==> config.mk <==
export PLATFORM = sky130hd
export DESIGN_NAME = cacheline_adaptor
export DESIGN_NICKNAME = d
export VERILOG_FILES = /design/src/rtl/cache_pkg.sv /design/src/rtl/cacheline_adaptor.sv
export SDC_FILE = /design/constraint.sdc
export NUM_CORES = 1
export LEC_CHECK = 0
export CAP_MARGIN = 20
export CORE_AREA = 4 4 274 276
export DETAILED_ROUTE_END_ITERATION = 10
export DIE_AREA = 0 0 278 280
export PLACE_DENSITY = 0.51
export SLEW_MARGIN = 10
export SYNTH_ARGS = -nofsm -noshare
export SYNTH_HDL_FRONTEND = slang
export SYNTH_SLANG_ARGS = --single-unit
export TNS_END_PERCENT = 100
==> constraint.sdc <==
create_clock -name clk -period 3.6 [get_ports clk]
set_input_delay 0.72 -clock clk [delete_from_list [all_inputs] [get_ports clk]]
set_output_delay 0.72 -clock clk [all_outputs]
set_load 0.02 [all_outputs]
==> src/rtl/cache_pkg.sv <==
// Shared definitions for the cache-side memory path: line/beat geometry
// and the state encoding of the cacheline adaptor.
package cache_pkg;

  localparam int LINE_W      = 256;
  localparam int BEAT_W      = 64;
  localparam int BEATS       = LINE_W / BEAT_W;
  localparam int OFFSET_BITS = 5;

  typedef enum logic [1:0] {
    IDLE  = 2'd0,
    READ  = 2'd1,
    WRITE = 2'd2,
    DONE  = 2'd3
  } adaptor_state_t;

endpackage

==> src/rtl/cacheline_adaptor.sv <==
// Cacheline adaptor: turns one 256-bit line request into a 4-beat 64-bit
// burst on the memory side. Read beats are assembled into the line buffer,
// write lines are serialised out of it, and one line_resp pulse marks
// completion. All outputs are decoded from registered state only, so an
// asynchronous reset drops the burst strobes immediately.
module cacheline_adaptor
  import cache_pkg::*;
(
  input  logic              clk,
  input  logic              rst_n,
  input  logic              line_read,
  input  logic              line_write,
  input  logic [31:0]       line_address,
  input  logic [LINE_W-1:0] line_wdata,
  output logic [LINE_W-1:0] line_rdata,
  output logic              line_resp,
  output logic              burst_read,
  output logic              burst_write,
  output logic [31:0]       burst_address,
  output logic [BEAT_W-1:0] burst_wdata,
  input  logic [BEAT_W-1:0] burst_rdata,
  input  logic              burst_resp
);

  localparam logic [1:0] LAST_BEAT = 2'(BEATS - 1);

  adaptor_state_t    state_reg, state_next;
  logic [1:0]        cnt_reg, cnt_next;
  logic [31:0]       addr_reg, addr_next;
  logic [LINE_W-1:0] buf_reg, buf_next;

  // Beat view of the line buffer; beat 0 is the least significant slice.
  logic [BEAT_W-1:0] beat_arr [BEATS];

  generate
    for (genvar gi = 0; gi < BEATS; gi++) begin : g_beat
      assign beat_arr[gi] = buf_reg[gi*BEAT_W +: BEAT_W];
    end
  endgenerate

  // State, beat counter, latched address and line buffer.
  always_ff @(posedge clk or negedge rst_n) begin
    if (!rst_n) begin
      state_reg <= IDLE;
      cnt_reg   <= 2'd0;
      addr_reg  <= 32'd0;
      buf_reg   <= '0;
    end else begin
      state_reg <= state_next;
      cnt_reg   <= cnt_next;
      addr_reg  <= addr_next;
      buf_reg   <= buf_next;
    end
  end

  // Next-state logic and burst/line handshake outputs.
  always_comb begin
    state_next  = state_reg;
    cnt_next    = cnt_reg;
    addr_next   = addr_reg;
    buf_next    = buf_reg;
    burst_read  = 1'b0;
    burst_write = 1'b0;
    burst_wdata = '0;
    line_resp   = 1'b0;

    case (state_reg)
      IDLE: begin
        // Read has priority when both requests are raised together.
        if (line_read) begin
          addr_next  = {line_address[31:OFFSET_BITS], {OFFSET_BITS{1'b0}}};
          state_next = READ;
        end else if (line_write) begin
          addr_next  = {line_address[31:OFFSET_BITS], {OFFSET_BITS{1'b0}}};
          buf_next   = line_wdata;
          state_next = WRITE;
        end
      end

      READ: begin
        burst_read = 1'b1;
        if (burst_resp) begin
          buf_next[cnt_reg*BEAT_W +: BEAT_W] = burst_rdata;
          cnt_next = cnt_reg + 2'd1;
          if (cnt_reg == LAST_BEAT) begin
            state_next = DONE;
          end
        end
      end

      WRITE: begin
        burst_write = 1'b1;
        burst_wdata = beat_arr[cnt_reg];
        if (burst_resp) begin
          cnt_next = cnt_reg + 2'd1;
          if (cnt_reg == LAST_BEAT) begin
            state_next = DONE;
          end
        end
      end

      DONE: begin
        line_resp  = 1'b1;
        state_next = IDLE;
      end

      default: begin
        state_next = IDLE;
      end
    endcase
  end

  assign line_rdata    = buf_reg;
  assign burst_address = addr_reg;

endmodule

==> metrics.txt, run 1 <==
status=completed; maxcap violations=0; Worst R2R Path Depth=7; # clock sinks=287; Peak VDD IR=754 µV; Final WS setup=between 0.1 and 0.15 ns; Slowest-stage cell, CP=dfrtp_4; skew final=0.00922 ns; Post-synth ARST share=100%; vias per inst=5.18; met2 GRT Util=36.6%; Core Util, Final=36.5%; most common cell in the netlist=dfrtp_1; sequential area share after synthesis=42.3%; die width=278 µm; vias=roughly 16k; GR Overflow Total=0; minimum clock period=3.46 ns; final setup TNS=0 ns; maximum clock rate=0.289 GHz; Synth top cells by count=dfrtp_1, mux2_2, clkbuf_1, inv_1, nand2_1; Row Count=99; gr usage total=20.8%; Port Buffers=between 700 and 800; grt met1 use=roughly 25%; Worst EP arrival=2.74 ns; first-pass GRT wire length=122000 µm; routability cong.=~0.83; Area Growth Syn to Fin=56.2%; complex-gate fraction of the synthesized area=between 10 and 15%; Iter 0 DRT Violations=about 1.0k; Yosys top cell area share=42.3%; DRC viols=0; Wirelength per Cell=28.3 µm; CTS tree=yes; clk root buf=clkbuf_16; Total Wirelength=about 86000 µm; vias in the first global route=16.7k; Final Slew Violations=0; final setup fails=0; Yosys cell types=35; cell taking the most area after synthesis=dfrtp_1; post-synthesis register bit count=about 290; Num CTS Buffers=39; CORE AREA=slightly above 0.07 mm²; fillers=roughly 7.2k; initial antenna violation count=10; max_slew headroom=between 30% and 40%; post-synthesis mux area share=27.4%; Crit Path Category=flip-flop to primary output; Initial Util=23.4%; Clock Latency Late Sink=0.55 ns; Post-synth EDFFs=0; simple logic cell fraction of the synthesized area=under 10%; Overall Power=27.3 mW; worst reg2reg setup slack=0.57 ns; pre-CTS setup slack=0.533 ns; Synth Area in XOR/XNOR=0.0516%; CP Cell Sequence=clkbuf_16, mux4_2, and2_1, clkdlybuf4s50_1; first-pass detailed-route iteration total=5; Fin. Hold Viols=0; Synth Cell Area=0.0170 mm²; die area=0.0778 mm²; reg2reg start=cnt_reg[0]$_DFFE_PN0P_; Syn Area/Cell=12.0 µm²; Hold Path Class=input pin to async pin; # IOs=712; Bufs on Longest Clock Path=3; area taken by multi-input logic gates=0.00888 mm²; Leak Pwr=10.6 nW; final worst path period share=96.0%; CTS clk-pin slew, worst paths=0.06 ns; Worst Setup Start Kind=flip-flop; Post-Syn Instances=approximately 1.4k; Synth Flop Type=dfrtp_1; hold buffers post-CTS=0; H-tree levels=2; Yosys warning count=0; Least-Margin Pin Slew=roughly 1.0 ns; largest family of logic cells by synthesized area=multiplexers; DP HPWL=59600 µm; GR Util met3=5.23%; CP Launch Point=cnt_reg[0]$_DFFE_PN0P_; Critical R2R Capture=line_rdata[222]$_DFFE_PN0P_; post-route insts no fill=3041; final net count=2414; largest net degree at the start of global routing=85; slowest cell delay on critical path=0.58 ns; Synth Area in Adders=0.664%; post-route ant nets=0; CP endpoint kind=primary output; Reg area=0.00719 mm²; GRT busiest layer=met2; share of cells above drive strength 1=22.0%; largest cells by area after synthesis=dfrtp_1, mux2_2, mux4_2; Die Y=roughly 280 µm; unrepaired setup endpoints after global routing=no; CP Capture Point=burst_wdata[58]; Placed Instances=2964; Max FO, Critical Path=21; max reg flops=256; Worst Path Required=2.88 ns; Power Density=between 1000 and 1500 mW/mm²
-- worst min-delay path by stage --
stage,start,to,depth (start not counted)
6_report,rst_n,line_rdata[100]$_DFFE_PN0P_,1
5_1_grt,rst_n,line_rdata[100]$_DFFE_PN0P_,1
4_1_cts,rst_n,line_rdata[100]$_DFFE_PN0P_,1
3_5_place_dp,burst_address[7]$_DFFE_PN0P_,burst_address[7]$_DFFE_PN0P_,1
3_3_place_gp,burst_address[27]$_DFFE_PN0P_,burst_address[27]$_DFFE_PN0P_,1
2_1_floorplan,rst_n,burst_address[10]$_DFFE_PN0P_,0
-- what timing repair did --
item | in CTS | in global routing
gates resized for setup | 0 | 1
setup buffers | 0 | 1
endpoints found under the setup margin | 0 | 26
-- cell usage in the layout, fill, tap and decap left out, drive strengths merged, types with 4 or more instances in the layout --
| master | netlist | final |
|---|---|---|
| diode | 0 | 8 |
| ha | 9 | 9 |
| clkdlybuf4s50 | 0 | 700 |
| o32ai | 64 | 64 |
| nand2 | 69 | 69 |
| o2bb2ai | 64 | 64 |
| dfrtp | 287 | 287 |
| conb | 1 | 5 |
| mux4 | 64 | 64 |
| clkbuf | 80 | 64 |
| nand3 | 64 | 64 |
| inv | 70 | 70 |
| mux2 | 284 | 284 |
| buf | 80 | 48 |
| a41o | 64 | 64 |
| and2 | 65 | 65 |
| a22oi | 4 | 4 |
| nor2b | 65 | 65 |
| a32o | 64 | 64 |
-- worst max-delay path: cells and delay by family, from the launching register on --
family,cells,cell delay [ns]
buffers and inverters,2,0.88
flip-flops,1,0.58
multiplexers,1,0.54
AND/OR/NAND/NOR,1,0.18
-- per-stage QoR --
step,hold WS (ns),area [µm²]
floorplan,0.424,17000
global placement,0.488,25200
detailed placement,0.491,25200
CTS,0.226,26400
global route,0.250,26500
finish,0.212,26500
-- cells by family (layout without fill, tap and decap cells) --
group / count (synthesis) / count (layout)
compound gates: 267 / 267
xor+xnor: 1 / 1
mux: 349 / 349
other cells: 1 / 13
simple gates: 270 / 270
buf+inv: 230 / 886
flops: 287 / 287
fa+ha+maj: 9 / 9
-- area by class of cell --
cell class,count,area share [%]
flip-flops and latches,287,27.1
repair buffers,749,29.0
well taps,959,4.53
multi-input cells,901,33.5
diodes,8,0.0756
clock buffers,63,4.53
clock inverters,4,0.170
inverters,70,1.00
-- metal layers --
layer,routed length [µm],vias to the layer above
li1,-,6666
met1,33800,8221
met2,43200,730
met3,6470,133
met4,2490,2
met5,13,-
-- power breakdown --
part | internal [mW] | switching [mW] | leakage [nW]
Sequential | 4.91 | 1.68 | 3.47
Combinational | 8.02 | 8.86 | 6.54
Clock | 2.33 | 1.53 | 0.611
Total | 15.3 | 12.1 | 10.6
Note: power is estimated with default switching activity, not from simulation.
==> run 2, diff against run 1 <==
--- a/config.mk
+++ b/config.mk
@@ -6,10 +6,10 @@
 export NUM_CORES = 1
 export LEC_CHECK = 0
 export CAP_MARGIN = 20
-export CORE_AREA = 4 4 274 276
+export CORE_AREA = 10 10 208 358
 export DETAILED_ROUTE_END_ITERATION = 10
-export DIE_AREA = 0 0 278 280
-export PLACE_DENSITY = 0.51
+export DIE_AREA = 0 0 218 368
+export PLACE_DENSITY = 0.53
 export SLEW_MARGIN = 10
 export SYNTH_ARGS = -nofsm -noshare
 export SYNTH_HDL_FRONTEND = slang
==> metrics.txt, run 2 (synthesized netlist as in run 1, its figures left out) <==
most frequent cells in the layout=clkdlybuf4s50_1, dfrtp_1, mux2_2; fillers=6726 (-6.4%); unrepaired setup endpoints after global routing=no; CORE AREA=0.0683 mm² (-5.9%); routability cong.=0.863 (+3.7%); CP Cell Sequence=buf_6, mux4_2, and2_1, clkdlybuf4s50_1; Peak VDD IR=954 µV (+26%); clk root buf=clkbuf_16; Gates resized, CTS repair=2 (+2); post-route ant nets=0 (unchanged); reg2reg start=cnt_reg[1]$_DFFE_PN0P_; final net count=2410 (-0.17%); max reg flops=256 (unchanged); Buf/Inv on CP=2 (unchanged); Hold Path Class=input pin to async pin; Power Density=1050 mW/mm² (+1.5%); max_slew headroom=40.9% (+10 points); Placed Instances=2910 (-1.8%); die area=0.0802 mm² (+3.1%); Area after DPL=0.0250 mm² (-0.52%); Leak Pwr=10.6 nW (-0.56%); Initial Util=24.8% (+1.5 points); Worst Path Required=2.88 ns (about the same); Die Y=368 µm (+31%); slowest cell delay on critical path=0.66 ns (+0.08 ns); gr usage total=22.4% (+1.6 points); vias in the first global route=17.1k (+2.7%); most common cell after layout, fill and taps aside=clkdlybuf4s50_1; post-CTS setup buffers=0 (unchanged); status=completed; Fin. Hold Viols=0 (unchanged); Worst EP arrival=2.80 ns (+0.06 ns); Iter 0 DRT Violations=1264 (+23%); final setup TNS=0 ns (unchanged); first-pass detailed-route iteration total=5 (unchanged); Crit Path Category=flip-flop to primary output; Least-Margin Pin Slew=0.887 ns (-0.156 ns); vias per inst=5.30 (+2.3%); # clock sinks=287 (unchanged); CP endpoint kind=primary output; post-route insts no fill=2994 (-1.5%); CTS tree=yes; Port Buffers=701 (unchanged); Largest delay share family, worst path=buffers and inverters; die width=218 µm (-22%); DP HPWL=66100 µm (+11%); largest net degree at the start of global routing=94 (+11%); vias=15.9k (+0.72%); Final Slew Violations=0 (unchanged); hold buffers post-CTS=0 (unchanged); GR Overflow Total=0 (unchanged); final worst path period share=97.8% (+1.8 points); initial antenna violation count=29 (+19); Num CTS Buffers=35 (-10%); DRC viols=0 (unchanged); Total Wirelength=94000 µm (+9.4%); Bufs on Longest Clock Path=3 (unchanged); first-pass GRT wire length=132000 µm (+8.4%); share of cells above drive strength 1=22.1% (+0.091 points); Row Count=127 (+28%); Core Util, Final=38.5% (+2.0 points); Max FO, Critical Path=24 (+14%); Worst Setup Start Kind=flip-flop; # IOs=712 (unchanged); CP Launch Point=cnt_reg[1]$_DFFE_PN0P_; Slowest-stage cell, CP=dfrtp_4; maxcap violations=0 (unchanged); Clock Latency Late Sink=0.55 ns (about the same); Wirelength per Cell=31.4 µm (+11%); maximum clock rate=0.284 GHz (-1.8%); post-layout instance area=0.0263 mm² (-0.71%); skew final=0.0161 ns (+0.00692 ns); final setup fails=0 (unchanged); Area Growth Syn to Fin=55.1%; CTS clk-pin slew, worst paths=0.06 ns (about the same); minimum clock period=3.52 ns (+0.0643 ns); H-tree levels=2 (unchanged)
-- run 2: changes by cell type in the layout (fill, tap and decap cells not counted), sizes merged --
| cell | previous run | this run |
|---|---|---|
| diode | 8 | 21 |
| clkbuf | 64 | 56 |
| buf | 48 | 49 |
| bufinv | 1 | 2 |
| clkinv | 3 | 4 |
| clkinvlp | 0 | 1 |
-- run 2: path summary, 6_finish.rpt --
path	endpoint	slack (ns)	cells past startpoint
setup / recovery	burst_wdata[52]	0.08	4
hold / removal	line_rdata[178]$_DFFE_PN0P_	0.23	1
setup reg to reg	line_rdata[7]$_DFFE_PN0P_	0.52	6
hold reg to reg	burst_address[27]$_DFFE_PN0P_	0.50	1
max in group asynchronous	line_rdata[130]$_DFFE_PN0P_	2.25	2
min in group clk	burst_address[27]$_DFFE_PN0P_	0.50	1
-- run 2: layer usage --
| metal | vias up | wire length [µm] | track usage (%) |
|---|---|---|---|
| met4 | 10 | 3200 | 9.56 |
| met3 | 166 | 7950 | 6.53 |
| met2 | 833 | 47700 | 39.0 |
| li1 | 6649 | - | - |
| met1 | 8208 | 35000 | 24.9 |
| met5 | - | 65 | 0 |
-- run 2: area by class of cell --
| type | count | area, µm² | share of cell area [%] |
|---|---|---|---|
| multi-input cells | 901 | 8880 | 33.7 |
| repair buffers | 749 | 7590 | 28.9 |
| flip-flops and latches | 287 | 7190 | 27.3 |
| well taps | 903 | 1130 | 4.30 |
| clock buffers | 56 | 1110 | 4.21 |
| inverters | 70 | 265 | 1.01 |
| clock inverters | 7 | 91.3 | 0.347 |
| diodes | 21 | 52.6 | 0.200 |
-- run 2: stage by stage --
stage                     hold WS (ns)  power, mW  setup slack [ns]
after detailed placement         0.492       23.9             0.510
after global placement           0.489       23.7             0.518
final                            0.233       27.5            0.0803
after global routing             0.270       28.8            0.0261
after CTS                        0.234       27.9            0.0310
after floorplan                  0.424       15.4              1.04
-- run 2: where the power goes --
part	switching (mW)	internal, mW
clock network	1.53	2.25
registers	1.65	4.91
logic	9.28	7.94
==> run 3, diff against run 2 <==
--- a/config.mk
+++ b/config.mk
@@ -9,7 +9,8 @@
 export CORE_AREA = 10 10 208 358
 export DETAILED_ROUTE_END_ITERATION = 10
 export DIE_AREA = 0 0 218 368
-export PLACE_DENSITY = 0.53
+export DONT_BUFFER_PORTS = 1
+export PLACE_DENSITY = 0.4
 export SLEW_MARGIN = 10
 export SYNTH_ARGS = -nofsm -noshare
 export SYNTH_HDL_FRONTEND = slang
==> metrics.txt, run 3 (synthesized netlist as in run 1, its figures left out) <==
Hold Path Class=input pin to async pin; post-layout instance area=0.0191 mm² (-27%); slowest cell delay on critical path=0.63 ns (-0.03 ns); Worst Setup Start Kind=flip-flop; # clock sinks=287 (unchanged); Final WS setup=0.296 ns (+0.216 ns); largest net degree at the start of global routing=288 (+210%); worst reg2reg setup slack=0.46 ns (-0.06 ns); Core Util, Final=27.9% (-11 points); Area Growth Syn to Fin=12.5%; Total Wirelength=83500 µm (-11%); Max FO, Critical Path=20 (-17%); skew final=0.00935 ns (-0.00679 ns); most common cell after layout, fill and taps aside=dfrtp_1; GR Overflow Total=0 (unchanged); CP endpoint kind=primary output; pre-CTS setup slack=0.435 ns (-0.0755 ns); clk root buf=clkbuf_16; Power Density=1200 mW/mm² (+15%); die width=218 µm (unchanged); die area=0.0802 mm² (unchanged); Clock Latency Late Sink=0.54 ns (about the same); Num CTS Buffers=34 (-2.9%); unrepaired setup endpoints after global routing=no; DRC viols=0 (unchanged); vias=13.0k (-18%); Final Slew Violations=0 (unchanged); Peak VDD IR=981 µV (+2.8%); first-pass GRT wire length=116000 µm (-12%); Leak Pwr=7.79 nW (-26%); DP HPWL=58600 µm (-11%); final net count=1700 (-29%); max_slew headroom=24.6% (-16 points); Row Count=127 (unchanged); final setup fails=0 (unchanged); Die Y=368 µm (unchanged); H-tree levels=2 (unchanged); Bufs on Longest Clock Path=3 (unchanged); Worst R2R Path Depth=6 (unchanged); CORE AREA=0.0683 mm² (unchanged); Gates resized, CTS repair=0 (-2); Crit Path Category=flip-flop to primary output; vias per inst=5.71 (+7.8%); Worst Path Required=2.88 ns (about the same); max reg flops=256 (unchanged); # IOs=712 (unchanged); reg2reg start=cnt_reg[1]$_DFFE_PN0P_; post-route ant nets=0 (unchanged); share of cells above drive strength 1=32.9% (+11 points); minimum clock period=3.30 ns (-0.216 ns); highest metal used=met5; Largest delay share family, worst path=flip-flops; minimum hold slack=-0.128 ns (-0.361 ns); wl on met1=30100 µm (-14%); Worst EP arrival=2.58 ns (-0.22 ns); Critical R2R Capture=line_rdata[42]$_DFFE_PN0P_; maxcap violations=0 (unchanged); CTS tree=yes; Least-Margin Pin Slew=1.13 ns (+0.244 ns); post-CTS setup buffers=0 (unchanged); Iter 0 DRT Violations=864 (-32%); Initial Util=24.8% (unchanged); Buf/Inv on CP=1 (-1); met2 WL=41600 µm (-13%); final setup TNS=0 ns (unchanged); routability cong.=0.798 (-7.6%); met3 WL=9760 µm (+23%); CP Cell Sequence=buf_4, mux4_2, and2_1; vias in the first global route=13.7k (-20%); maximum clock rate=0.303 GHz (+6.5%); most frequent cells in the layout=dfrtp_1, mux2_2, inv_1, nand2_1; status=finished, violations left; Wirelength per Cell=36.8 µm (+17%); Fin. Hold Viols=173 (+173); CTS clk-pin slew, worst paths=0.06 ns (about the same); Port Buffers=0 (-100%); first-pass detailed-route iteration total=5 (unchanged); final worst path period share=91.8% (-6.0 points); failing checks=negative hold slack; Slowest-stage cell, CP=dfrtp_4; initial antenna violation count=20 (-31%); Area after DPL=0.0179 mm² (-29%); gr usage total=19.8% (-2.6 points)
-- run 3: cell count changes in the layout (fill, tap and decap cells not counted), moves of 3 or more --
| cell | delta |
|---|---|
| diode_2 | -11 |
| clkbuf_8 | -8 |
| clkdlybuf4s50_1 | -700 |
| bufinv_16 | +3 |
| inv_6 | +3 |
| buf_12 | -8 |
-- run 3: how the worst max path moves through the flow --
stage | from | to | cells past startpoint
after floorplan | cnt_reg[0]$_DFFE_PN0P_ | line_rdata[192]$_DFFE_PN0P_ | 11
after global placement | cnt_reg[1]$_DFFE_PN0P_ | line_rdata[4]$_DFFE_PN0P_ | 6
after detailed placement | cnt_reg[1]$_DFFE_PN0P_ | line_rdata[45]$_DFFE_PN0P_ | 6
after CTS | cnt_reg[0]$_DFFE_PN0P_ | burst_wdata[51] | 3
after global routing | cnt_reg[0]$_DFFE_PN0P_ | burst_wdata[51] | 3
final | cnt_reg[0]$_DFFE_PN0P_ | burst_wdata[51] | 3
-- run 3: worst register-to-register path: stages, from the launching register on --
cell and delay, ns:
dfrtp_4 0.69, inv_1 0.26, ha_4 0.29, nor2_4 0.70
buf_4 0.62, a41o_1 0.37, mux2_2 0.14
-- run 3: cell type report --
type | instances | area (µm²)
well taps | 903 | 1130
clock buffers | 46 | 990
flip-flops and latches | 287 | 7190
repair buffers | 40 | 400
multi-input cells | 901 | 8890
clock inverters | 12 | 193
diodes | 10 | 25.0
fillers | 7133 | 49200
inverters | 70 | 268
-- run 3: power by group --
| part | leakage (nW) | internal [mW] | total (mW) | switching [mW] |
|---|---|---|---|---|
| clock network | 0.584 | 2.29 | 3.83 | 1.54 |
| logic | 3.73 | 4.40 | 10.0 | 5.64 |
| registers | 3.47 | 4.86 | 9.08 | 4.22 |
| total | 7.79 | 11.5 | 22.9 | 11.4 |
-- run 3: layer usage --
| layer | up-vias | GRT usage, % |
|---|---|---|
| met3 | 86 | 8.70 |
| met1 | 6876 | 21.6 |
| met4 | 8 | 5.75 |
| met2 | 771 | 34.1 |
| li1 | 5224 | - |
| met5 | - | 0 |
-- run 3: metrics by stage --
stage	cells	total power [mW]
floorplan	1418	15.4
global placement	2201	19.2
detailed placement	2201	19.4
CTS	2259	23.3
global route	2266	24.1
finish	2269	22.9
